`src/rtl/snake_collision_if.sv`:
```
// Bus between the video/game datapath and the snake collision controller.
// The master side drives the beam position, the per-pixel activity flags,
// the frame-end pulse and the start button. The slave side (the controller)
// returns the collision code, the game state, the score and the apple-respawn
// request.
//   x_pos, y_pos      beam column/row (BIT bits)
//   video_active      beam inside the visible area
//   frame_end         one-cycle pulse after the last visible pixel
//   head/body/apple_active  pixel flags, one cycle behind x_pos/y_pos
//   start             debounced start button (level)
//   collision         00 none, 01 fatal, 10 apple
//   game_state        00 IDLE, 01 PLAY, 11 GAME_OVER
//   score             apples collected in the current game
//   apple_respawn     one-cycle request for a new apple position
interface snake_collision_if #(
  parameter int BIT     = 10,
  parameter int SCORE_W = 8
);
  logic [BIT-1:0]     x_pos;
  logic [BIT-1:0]     y_pos;
  logic               video_active;
  logic               frame_end;
  logic               head_active;
  logic               body_active;
  logic               apple_active;
  logic               start;
  logic [1:0]         collision;
  logic [1:0]         game_state;
  logic [SCORE_W-1:0] score;
  logic               apple_respawn;

  modport master (
    output x_pos, y_pos, video_active, frame_end,
    output head_active, body_active, apple_active, start,
    input  collision, game_state, score, apple_respawn
  );

  modport slave (
    input  x_pos, y_pos, video_active, frame_end,
    input  head_active, body_active, apple_active, start,
    output collision, game_state, score, apple_respawn
  );
endinterface

```
`src/rtl/snake_collision_ctrl.sv`:
```
// Snake game collision detector and game state machine.
// Watches the snake head flag against the apple flag, the body flag and the
// playfield border during a frame, then at frame_end publishes a collision
// code (held for one frame), updates the score and advances the game state.
// Ports:
//   clk    system/pixel clock
//   reset  asynchronous, active-high reset of every register
//   bus    snake_collision_if slave modport (beam, flags, start in;
//          collision, game_state, score, apple_respawn out)
module snake_collision_ctrl #(
  parameter int BIT       = 10,
  parameter int H_RES     = 640,
  parameter int V_RES     = 480,
  parameter int BORDER    = 10,
  parameter int SCORE_W   = 8,
  parameter int GO_FRAMES = 60
) (
  input logic              clk,
  input logic              reset,
  snake_collision_if.slave bus
);

  localparam logic [BIT-1:0] X_LO = BIT'(BORDER);
  localparam logic [BIT-1:0] X_HI = BIT'(H_RES - BORDER);
  localparam logic [BIT-1:0] Y_LO = BIT'(BORDER);
  localparam logic [BIT-1:0] Y_HI = BIT'(V_RES - BORDER);

  localparam int             GO_W    = $clog2(GO_FRAMES + 1);
  localparam logic [GO_W-1:0] GO_DONE = GO_W'(GO_FRAMES);

  localparam logic [1:0] COL_NONE  = 2'b00;
  localparam logic [1:0] COL_FATAL = 2'b01;
  localparam logic [1:0] COL_APPLE = 2'b10;

  typedef enum logic [1:0] {
    ST_IDLE = 2'b00,
    ST_PLAY = 2'b01,
    ST_OVER = 2'b11
  } state_t;

  state_t             state_r;
  logic [BIT-1:0]     dx_r;
  logic [BIT-1:0]     dy_r;
  logic               dva_r;
  logic               start_d_r;
  logic               hit_apple_r;
  logic               hit_body_r;
  logic               hit_wall_r;
  logic [GO_W-1:0]    go_cnt_r;
  logic [1:0]         collision_r;
  logic [SCORE_W-1:0] score_r;
  logic               apple_respawn_r;

  logic start_edge_s;
  logic in_play_s;
  logic at_wall_s;
  logic set_apple_s;
  logic set_body_s;
  logic set_wall_s;
  logic fatal_s;
  logic apple_s;

  // Hit detection on the delayed beam position, plus frame-end verdicts that
  // fold in any hit raised on the frame_end cycle itself.
  always_comb begin
    start_edge_s = bus.start & ~start_d_r;
    in_play_s    = (state_r == ST_PLAY) & dva_r;
    at_wall_s    = (dx_r < X_LO) | (dx_r >= X_HI) | (dy_r < Y_LO) | (dy_r >= Y_HI);
    set_apple_s  = in_play_s & bus.head_active & bus.apple_active;
    set_body_s   = in_play_s & bus.head_active & bus.body_active;
    set_wall_s   = in_play_s & bus.head_active & at_wall_s;
    fatal_s      = hit_body_r | hit_wall_r | set_body_s | set_wall_s;
    apple_s      = hit_apple_r | set_apple_s;
  end

  // Alignment registers, sticky hit flags, game state machine and all outputs.
  always_ff @(posedge clk or posedge reset) begin
    if (reset) begin
      state_r         <= ST_IDLE;
      dx_r            <= '0;
      dy_r            <= '0;
      dva_r           <= 1'b0;
      start_d_r       <= 1'b0;
      hit_apple_r     <= 1'b0;
      hit_body_r      <= 1'b0;
      hit_wall_r      <= 1'b0;
      go_cnt_r        <= '0;
      collision_r     <= COL_NONE;
      score_r         <= '0;
      apple_respawn_r <= 1'b0;
    end else begin
      dx_r            <= bus.x_pos;
      dy_r            <= bus.y_pos;
      dva_r           <= bus.video_active;
      start_d_r       <= bus.start;
      apple_respawn_r <= 1'b0;

      // Flags collect over one frame and are consumed at its end.
      if (bus.frame_end) begin
        hit_apple_r <= 1'b0;
        hit_body_r  <= 1'b0;
        hit_wall_r  <= 1'b0;
      end else begin
        hit_apple_r <= hit_apple_r | set_apple_s;
        hit_body_r  <= hit_body_r | set_body_s;
        hit_wall_r  <= hit_wall_r | set_wall_s;
      end

      case (state_r)
        ST_IDLE: begin
          if (bus.frame_end) begin
            collision_r <= COL_NONE;
          end
          if (start_edge_s) begin
            state_r <= ST_PLAY;
            score_r <= '0;
          end
        end
        ST_PLAY: begin
          if (bus.frame_end) begin
            if (fatal_s) begin
              // A fatal hit overrides an apple taken in the same frame.
              collision_r <= COL_FATAL;
              state_r     <= ST_OVER;
              go_cnt_r    <= '0;
            end else if (apple_s) begin
              collision_r     <= COL_APPLE;
              apple_respawn_r <= 1'b1;
              if (score_r != {SCORE_W{1'b1}}) begin
                score_r <= score_r + SCORE_W'(1);
              end
            end else begin
              collision_r <= COL_NONE;
            end
          end
        end
        ST_OVER: begin
          if (bus.frame_end) begin
            collision_r <= COL_NONE;
            if (go_cnt_r != GO_DONE) begin
              go_cnt_r <= go_cnt_r + GO_W'(1);
            end
          end
          // Early edges are simply lost: the edge only exists for one cycle.
          if (start_edge_s && (go_cnt_r == GO_DONE)) begin
            state_r <= ST_IDLE;
          end
        end
        default: begin
          state_r     <= ST_IDLE;
          collision_r <= COL_NONE;
        end
      endcase
    end
  end

  assign bus.collision     = collision_r;
  assign bus.game_state    = state_r;
  assign bus.score         = score_r;
  assign bus.apple_respawn = apple_respawn_r;

endmodule
```
`src/flat_wrapper.sv`:
```
// flat-port wrapper written by rule: the top's interface ports become plain ports
module snake_collision_ctrl_flat 
#(
  parameter int BIT       = 10,
  parameter int H_RES     = 640,
  parameter int V_RES     = 480,
  parameter int BORDER    = 10,
  parameter int SCORE_W   = 8,
  parameter int GO_FRAMES = 60
)
  (clk, reset, bus_x_pos, bus_y_pos, bus_video_active, bus_frame_end, bus_head_active, bus_body_active, bus_apple_active, bus_start, bus_collision, bus_game_state, bus_score, bus_apple_respawn);
  snake_collision_if #(.BIT(BIT), .SCORE_W(SCORE_W)) bus_i ();
  input logic clk;
  input logic reset;
  input wire logic [$bits(bus_i.x_pos)-1:0] bus_x_pos;
  input wire logic [$bits(bus_i.y_pos)-1:0] bus_y_pos;
  input wire logic [$bits(bus_i.video_active)-1:0] bus_video_active;
  input wire logic [$bits(bus_i.frame_end)-1:0] bus_frame_end;
  input wire logic [$bits(bus_i.head_active)-1:0] bus_head_active;
  input wire logic [$bits(bus_i.body_active)-1:0] bus_body_active;
  input wire logic [$bits(bus_i.apple_active)-1:0] bus_apple_active;
  input wire logic [$bits(bus_i.start)-1:0] bus_start;
  output wire logic [$bits(bus_i.collision)-1:0] bus_collision;
  output wire logic [$bits(bus_i.game_state)-1:0] bus_game_state;
  output wire logic [$bits(bus_i.score)-1:0] bus_score;
  output wire logic [$bits(bus_i.apple_respawn)-1:0] bus_apple_respawn;
  assign bus_i.x_pos = bus_x_pos;
  assign bus_i.y_pos = bus_y_pos;
  assign bus_i.video_active = bus_video_active;
  assign bus_i.frame_end = bus_frame_end;
  assign bus_i.head_active = bus_head_active;
  assign bus_i.body_active = bus_body_active;
  assign bus_i.apple_active = bus_apple_active;
  assign bus_i.start = bus_start;
  assign bus_collision = bus_i.collision;
  assign bus_game_state = bus_i.game_state;
  assign bus_score = bus_i.score;
  assign bus_apple_respawn = bus_i.apple_respawn;
  snake_collision_ctrl #(.BIT(BIT), .H_RES(H_RES), .V_RES(V_RES), .BORDER(BORDER), .SCORE_W(SCORE_W), .GO_FRAMES(GO_FRAMES)) u_core (.clk(clk), .reset(reset), .bus(bus_i));
endmodule
```
`config.mk`:
```
export PLATFORM = sky130hd
export DESIGN_NAME = snake_collision_ctrl_flat
export DESIGN_NICKNAME = d
export VERILOG_FILES = /design/src/rtl/snake_collision_if.sv /design/src/rtl/snake_collision_ctrl.sv /design/src/flat_wrapper.sv
export SDC_FILE = /design/constraint.sdc
export NUM_CORES = 1
export LEC_CHECK = 0
export CORE_ASPECT_RATIO = 0.9
export CORE_MARGIN = 2
export CORE_UTILIZATION = 50
export DETAILED_ROUTE_END_ITERATION = 10
export PLACE_DENSITY = 0.77
export SLEW_MARGIN = 5
export SYNTH_ARGS = -nofsm -noshare
export SYNTH_HDL_FRONTEND = slang
export SYNTH_SLANG_ARGS = --single-unit
```
`constraint.sdc`:
```
create_clock -name clk -period 4.3 [get_ports clk]
set_input_delay 0.86 -clock clk [delete_from_list [all_inputs] [get_ports clk]]
set_output_delay 0.86 -clock clk [all_outputs]
set_load 0.02 [all_outputs]
```
==> results.txt, run 1 <==
min cycle time layout: 2.91 ns
worst-path maximum fanout: 20
hold_buf cts: 0
# setup viols final: 0
Post-Syn Area per Cell: 10.2 um^2
xor and xnor area share after synthesis: 0
Nets: 267
global route total overflow: 0
Sw Ratio: 0.363
crit path kind: flip-flop to flip-flop
Fin. Hold Viols: 0
post-synthesis adder-cell area fraction: 0.0379
Net Switching: 401 uW
slowest stage cell, crit path: ha_1
placed insts: 272
Die Y: 63.7 um
Initial Util: 0.527
Top FF cell, synth: dfrtp_1
status: finished clean
total track usage: 0.193
CTS tree: built
total negative setup slack: 0 ns
r2r setup slk: 1.39 ns
drt total wl: 3.89 mm
Synth Register Bits: 42
ys async rst share: 1.00
CP endpoint kind: flip-flop
setup bufs post-CTS: 0
mux contribution to synthesized area: 0.0101
Slew Limit Headroom: 0.307
Die X: 70.4 um
main combinational cell family by area after synthesis: simple AND/OR/NAND/NOR gates
vias in the first global route: 1492
drt first pass iters: 4
Pwr per Cell Area: 446 nW/um^2
clock skew: 0.00606 ns
Crit path max-delay family: compound AO/OA/AOI/OAI gates
DRC: 0
Pwr Total: 1100 uW
Max VDD drop: 0.318 mV
Buf/Inv on CP: 1
Area growth syn-to-layout: 24.8%
vias per inst: 5.73
Clock Latency Late Sink: 0.30 ns
yosys warns: 0
fmax: 343 MHz
hpwl dp: 2.78 mm
largest net degree at the start of global routing: 30
number of enable flip-flop cells after synthesis: 0
Util after Layout: 0.658
slowest stage delay, CP: 0.57 ns
synth unique cells: 45
P_leak: 0.00106 uW
CP Data Required Time: 4.49 ns
drt wl/cell: 13.9 um
Synth Net Count: 228
power share of the sequential group: 0.432
initial antenna violation count: 0
RSZ-0062 raised after global routing: false
Least-Margin Pin Slew: 1.04 ns
CP cell instances: inv_1 > ha_1 > a41oi_1 > or3b_1 > a211oi_2 > a21oi_2 > o311a_1 > a211o_1
hold crit path type: flip-flop to flip-flop
post-CTS sizing: 0
CTS sink count: 42
Cells after Synth: 194
Final period util: 0.678
Worst Hold Slack: 0.519 ns
Slew Viols, Final: 0
Compound-Gate Fraction of Synth Area: 0.170
simple-gate portion of the synthesized area: 0.205
Core Rows: 21
Cell Area, Synth: 1980 um^2
Clk pin slew, worst setup/hold paths: 0.08 ns
IO buf count: 38
CTS Buf Count: 5
CP arrival: 3.10 ns
Vias: 1603
Clock Path Buffers: 2
Detailed Route Iter0 Violations: 119
# IOs: 41
CP Launch Type: flip-flop
MaxCap Viol Count: 0
Non-Filler Instances: 280
routability cong.: 0.823
core region area: 3760 um^2
Die ar.: 4480 um^2
Power Internal: 703 uW
H-tree levels: 2
clock power share: 0.232
Comb pwr share: 0.337
post-route ant nets: 0
ANT cells: 0
layout cells sized above 1: 0.0769
first-pass GRT wire length: 6.80 mm
Root Buffer: clkbuf_8
sequential fraction of the synthesis area: 0.530
routing by layer:
metal | track usage | wire (um) | vias to the layer above
met5 | 0 | 0 | -
met3 | 0.0536 | 253 | 8
met2 | 0.284 | 1720 | 48
li1 | - | - | 789
met4 | 0.0769 | 61 | 0
met1 | 0.270 | 1860 | 758
worst reg2reg max path, stage by stage, from the launching register on:
cell and delay [ns]:
dfrtp_1 0.40, inv_1 0.10, ha_1 0.57, a41oi_1 0.25, or3b_1 0.43, a211oi_2 0.23
a21oi_2 0.20, o311a_1 0.36, a211o_1 0.26
cell families (layout without fill, tap and decap cells):
family	count (synthesis)	in the layout
buffers and inverters	20	60
adder cells (fa/ha/maj)	6	6
flip-flops	42	42
multiplexers	2	2
AO/OA/AOI/OAI	45	45
AND/OR/NAND/NOR	79	79
cell type report:
cell class                 instances  area (um^2)
tap                               46         57.6
clock buffer                       5         68.8
inverter                          13         48.8
multi-input combinational        132          838
timing repair buffer              39          388
sequential                        42         1050
fill                             299         1280
clock inverter                     3         21.3
per-stage QoR:
step                      area, um^2  worst slack, ns
after floorplan                 1980             1.84
after global placement          2380             1.21
after detailed placement        2380             1.19
after CTS                       2470             1.37
after global routing            2470             1.17
final                           2470             1.39
power by group through the flow:
stage / sequential (uW) / combinational, uW / clock, uW
after detailed placement: 485 / 370 / 0
final: 476 / 371 / 256
after global placement: 483 / 366 / 0
after global routing: 484 / 415 / 276
after floorplan: 501 / 245 / 0
after CTS: 477 / 373 / 260
layout by cell type, fill, tap and decap left out, types with 3 or more instances in the layout:
| cell type | n |
|---|---|
| clkbuf_8 | 5 |
| a211o_1 | 3 |
| a31o_2 | 3 |
| nor4_1 | 3 |
| and3_1 | 4 |
| or3_1 | 4 |
| nand3_1 | 22 |
| inv_1 | 13 |
| nand2b_1 | 3 |
| and2_1 | 4 |
| dfrtp_1 | 42 |
| nor3_1 | 5 |
| ha_1 | 6 |
| nand2_1 | 14 |
| or4_1 | 3 |
| o31ai_1 | 5 |
| nor2_1 | 11 |
| clkdlybuf4s50_1 | 38 |
| a21oi_1 | 6 |
| o21ai_0 | 8 |
| o311ai_1 | 3 |
registers in the layout, summed over array words and instances, names as in the netlist:
register,cells
u_core.hit_wall_r,1
u_core.bus.score,8
u_core.bus.apple_respawn,1
u_core.hit_body_r,1
u_core.bus.collision,2
u_core.dva_r,1
u_core.dx_r,9
u_core.start_d_r,1
u_core.dy_r,9
u_core.go_cnt_r,6
u_core.hit_apple_r,1
u_core.bus.game_state,2
worst paths after layout:
kind	start	endpoint	depth (start not counted)
max	u_core.bus.game_state[1]	u_core.bus.score[4]	8
max reg2reg	u_core.bus.game_state[1]	u_core.bus.score[4]	8
min reg2reg	u_core.hit_apple_r	u_core.hit_apple_r	2
max in group asynchronous	reset	u_core.bus.score[2]	3
min in group asynchronous	reset	u_core.dy_r[4]	2
min	u_core.hit_apple_r	u_core.hit_apple_r	2
cells in the mapped netlist (all sizes together) (4+ instances only):
cell,count,area (um^2)
dfrtp,42,1050
nand3,22,110
nand2,14,52.6
inv,13,48.8
nor2,11,41.3
o21ai,9,45.0
a21oi,7,38.8
ha,6,75.1
and3,5,32.5
nor3,5,25.0
o31ai,5,37.5
and2,4,25.0
or3,4,25.0
Note: power is estimated with default switching activity, not from simulation.
==> run 2: changes to the inputs <==
Settings changed: CORE_UTILIZATION 50 to 45, PLACE_DENSITY 0.77 to 0.73.
Clock period 4.3 ns to 2.4 ns, I/O delays scaled along.
==> run 2 against run 1 <==
Combinational power rose by 110%; register-to-register slack lost 1.3 ns; setup slack got worse by 1.3 ns; sequential share of layout area is 2.8 points lower; die area rose by 10%; global-route usage shrank 0.90 points; critical path type is now primary input to flip-flop; largest power group unchanged.
==> results.txt, run 2 (synthesized netlist as in run 1, its figures left out) <==
Slew Viols, Final: 0 (unchanged)
placed insts: 294 (was 272)
Non-Filler Instances: 307 (was 280)
# IOs: 41 (unchanged)
layout cells sized above 1: 0.150 (was 0.0769)
CP endpoint kind: flip-flop (unchanged)
# setup viols final: 0 (unchanged)
CP Launch Type: primary input (was flip-flop)
Slew Limit Headroom: 0.664 (was 0.307)
drt wl/cell: 13.0 um (was 13.9 um)
first-pass GRT wire length: 6.83 mm (was 6.80 mm)
Vias: 1614 (was 1603)
total track usage: 0.184 (was 0.193)
CTS tree: built (unchanged)
status: finished clean (unchanged)
min cycle time layout: 2.33 ns
fmax: 429 MHz
P_leak: 0.00114 uW (was 0.00106 uW)
Clock Latency Late Sink: 0.29 ns (was 0.30 ns)
Fin. Hold Viols: 0 (unchanged)
CTS Buf Count: 5 (unchanged)
Die X: 74.0 um (was 70.4 um)
drt first pass iters: 4 (unchanged)
drt total wl: 4.01 mm (was 3.89 mm)
core region area: 4160 um^2 (was 3760 um^2)
H-tree levels: 2 (unchanged)
global route total overflow: 0 (unchanged)
Worst Hold Slack: 0.515 ns (was 0.519 ns)
hold crit path type: flip-flop to flip-flop (unchanged)
hpwl dp: 2.90 mm (was 2.78 mm)
Pwr per Cell Area: 832 nW/um^2 (was 446 nW/um^2)
Core Rows: 22 (was 21)
Least-Margin Pin Slew: 0.504 ns (was 1.04 ns)
commonest non-fill, non-tap cell in the layout: dfrtp_1 (unchanged)
Clk pin slew, worst setup/hold paths: 0.08 ns (about the same)
Max VDD drop: 0.605 mV (was 0.318 mV)
Root Buffer: clkbuf_8 (unchanged)
worst-path maximum fanout: 5 (was 20)
MaxCap Viol Count: 0 (unchanged)
Post-Place Worst Slack: -0.270 ns (was 1.19 ns)
vias in the first global route: 1560 (was 1492)
crit path kind: primary input to flip-flop (was flip-flop to flip-flop)
initial antenna violation count: 0 (unchanged)
CP Data Required Time: 2.58 ns (was 4.49 ns)
Nets: 280 (was 267)
ANT cells: 0 (unchanged)
Die Y: 67.0 um (was 63.7 um)
Area growth syn-to-layout: 34.1% (was 24.8%)
IO buf count: 38 (unchanged)
r2r setup slk: 0.08 ns (was 1.39 ns)
Detailed Route Iter0 Violations: 75 (was 119)
routability cong.: 0.852 (was 0.823)
most frequent cells in the layout: dfrtp_1, clkdlybuf4s50_1, nand3_1 (unchanged)
vias per inst: 5.26 (was 5.73)
DRC: 0 (unchanged)
largest net degree at the start of global routing: 43 (was 30)
clock skew: 0.00336 ns (was 0.00606 ns)
Die ar.: 4950 um^2 (was 4480 um^2)
CTS sink count: 42 (unchanged)
design area: 2660 um^2 (was 2470 um^2)
Util after Layout: 0.639 (was 0.658)
setup ws final: 0.0711 ns (was 1.39 ns)
Final period util: 0.970
post-route ant nets: 0 (unchanged)
Clock Path Buffers: 2 (unchanged)
Initial Util: 0.477 (was 0.527)
CP arrival: 2.51 ns (was 3.10 ns)
placed inst area: 2460 um^2 (was 2380 um^2)
## run 2: changes by cell type in the layout (fill, tap and decap cells not counted), moves of 2 or more
cell	delta
clkdlybuf4s50_1	-2
dfrtp_1	-2
dfrtp_2	+2
buf_4	+12
dlygate4sd2_1	+2
## run 2: worst max-delay path, cell delays in order
cell,delay [ns]
clkdlybuf4s50_1,0.49
nand4_1,0.13
or3b_1,0.24
a211oi_4,0.06
buf_4,0.15
buf_4,0.12
buf_4,0.11
a21o_2,0.24
and3_1,0.20
or2_2,0.29
## run 2: area by class of cell
class                           count  area (um^2)
Clock buffer                        5         68.8
Clock inverter                      3         43.8
Multi-Input combinational cell    132          881
Sequential cell                    42         1050
Inverter                           13         48.8
Fill cell                         349         1500
Timing Repair Buffer               52          487
Tap cell                           60         75.1
## run 2: repair_timing
item	CTS	global route
hold buffers	0	0
gates resized for setup	11	1
cloned	0	0
setup buffers	4	1
pin swaps	3	1
endpoints found under the setup margin	1	4
## run 2: final timing paths
check                                                 to  cells past startpoint                      from
worst max-delay path             u_core.bus.collision[1]                     10           bus_body_active
max in group asynchronous       u_core.bus.game_state[0]                      3                     reset
worst min register to register        u_core.hit_apple_r                      2        u_core.hit_apple_r
min in group asynchronous                 u_core.dx_r[1]                      3                     reset
worst max register to register       u_core.bus.score[6]                     10  u_core.bus.game_state[1]
worst min-delay path                  u_core.hit_apple_r                      2        u_core.hit_apple_r
## run 2: power breakdown
part / internal (uW) / switching, uW
Combinational: 361 / 423
Clock: 312 / 252
Sequential: 783 / 78.5
## run 2: metal layers
layer | vias to the layer above | global-route usage | wire, um
met5 | - | 0 | 0
met4 | 0 | 0.0568 | 44
met3 | 6 | 0.0635 | 165
met2 | 34 | 0.283 | 1850
met1 | 764 | 0.242 | 1950
li1 | 810 | - | -
## run 2: through the flow
step                      total power, uW  TNS (ns)
after global routing                 2360   -0.0197
after detailed placement             1610     -1.25
after CTS                            2210         0
after floorplan                      1340         0
after global placement               1600     -1.20
final                                2210         0
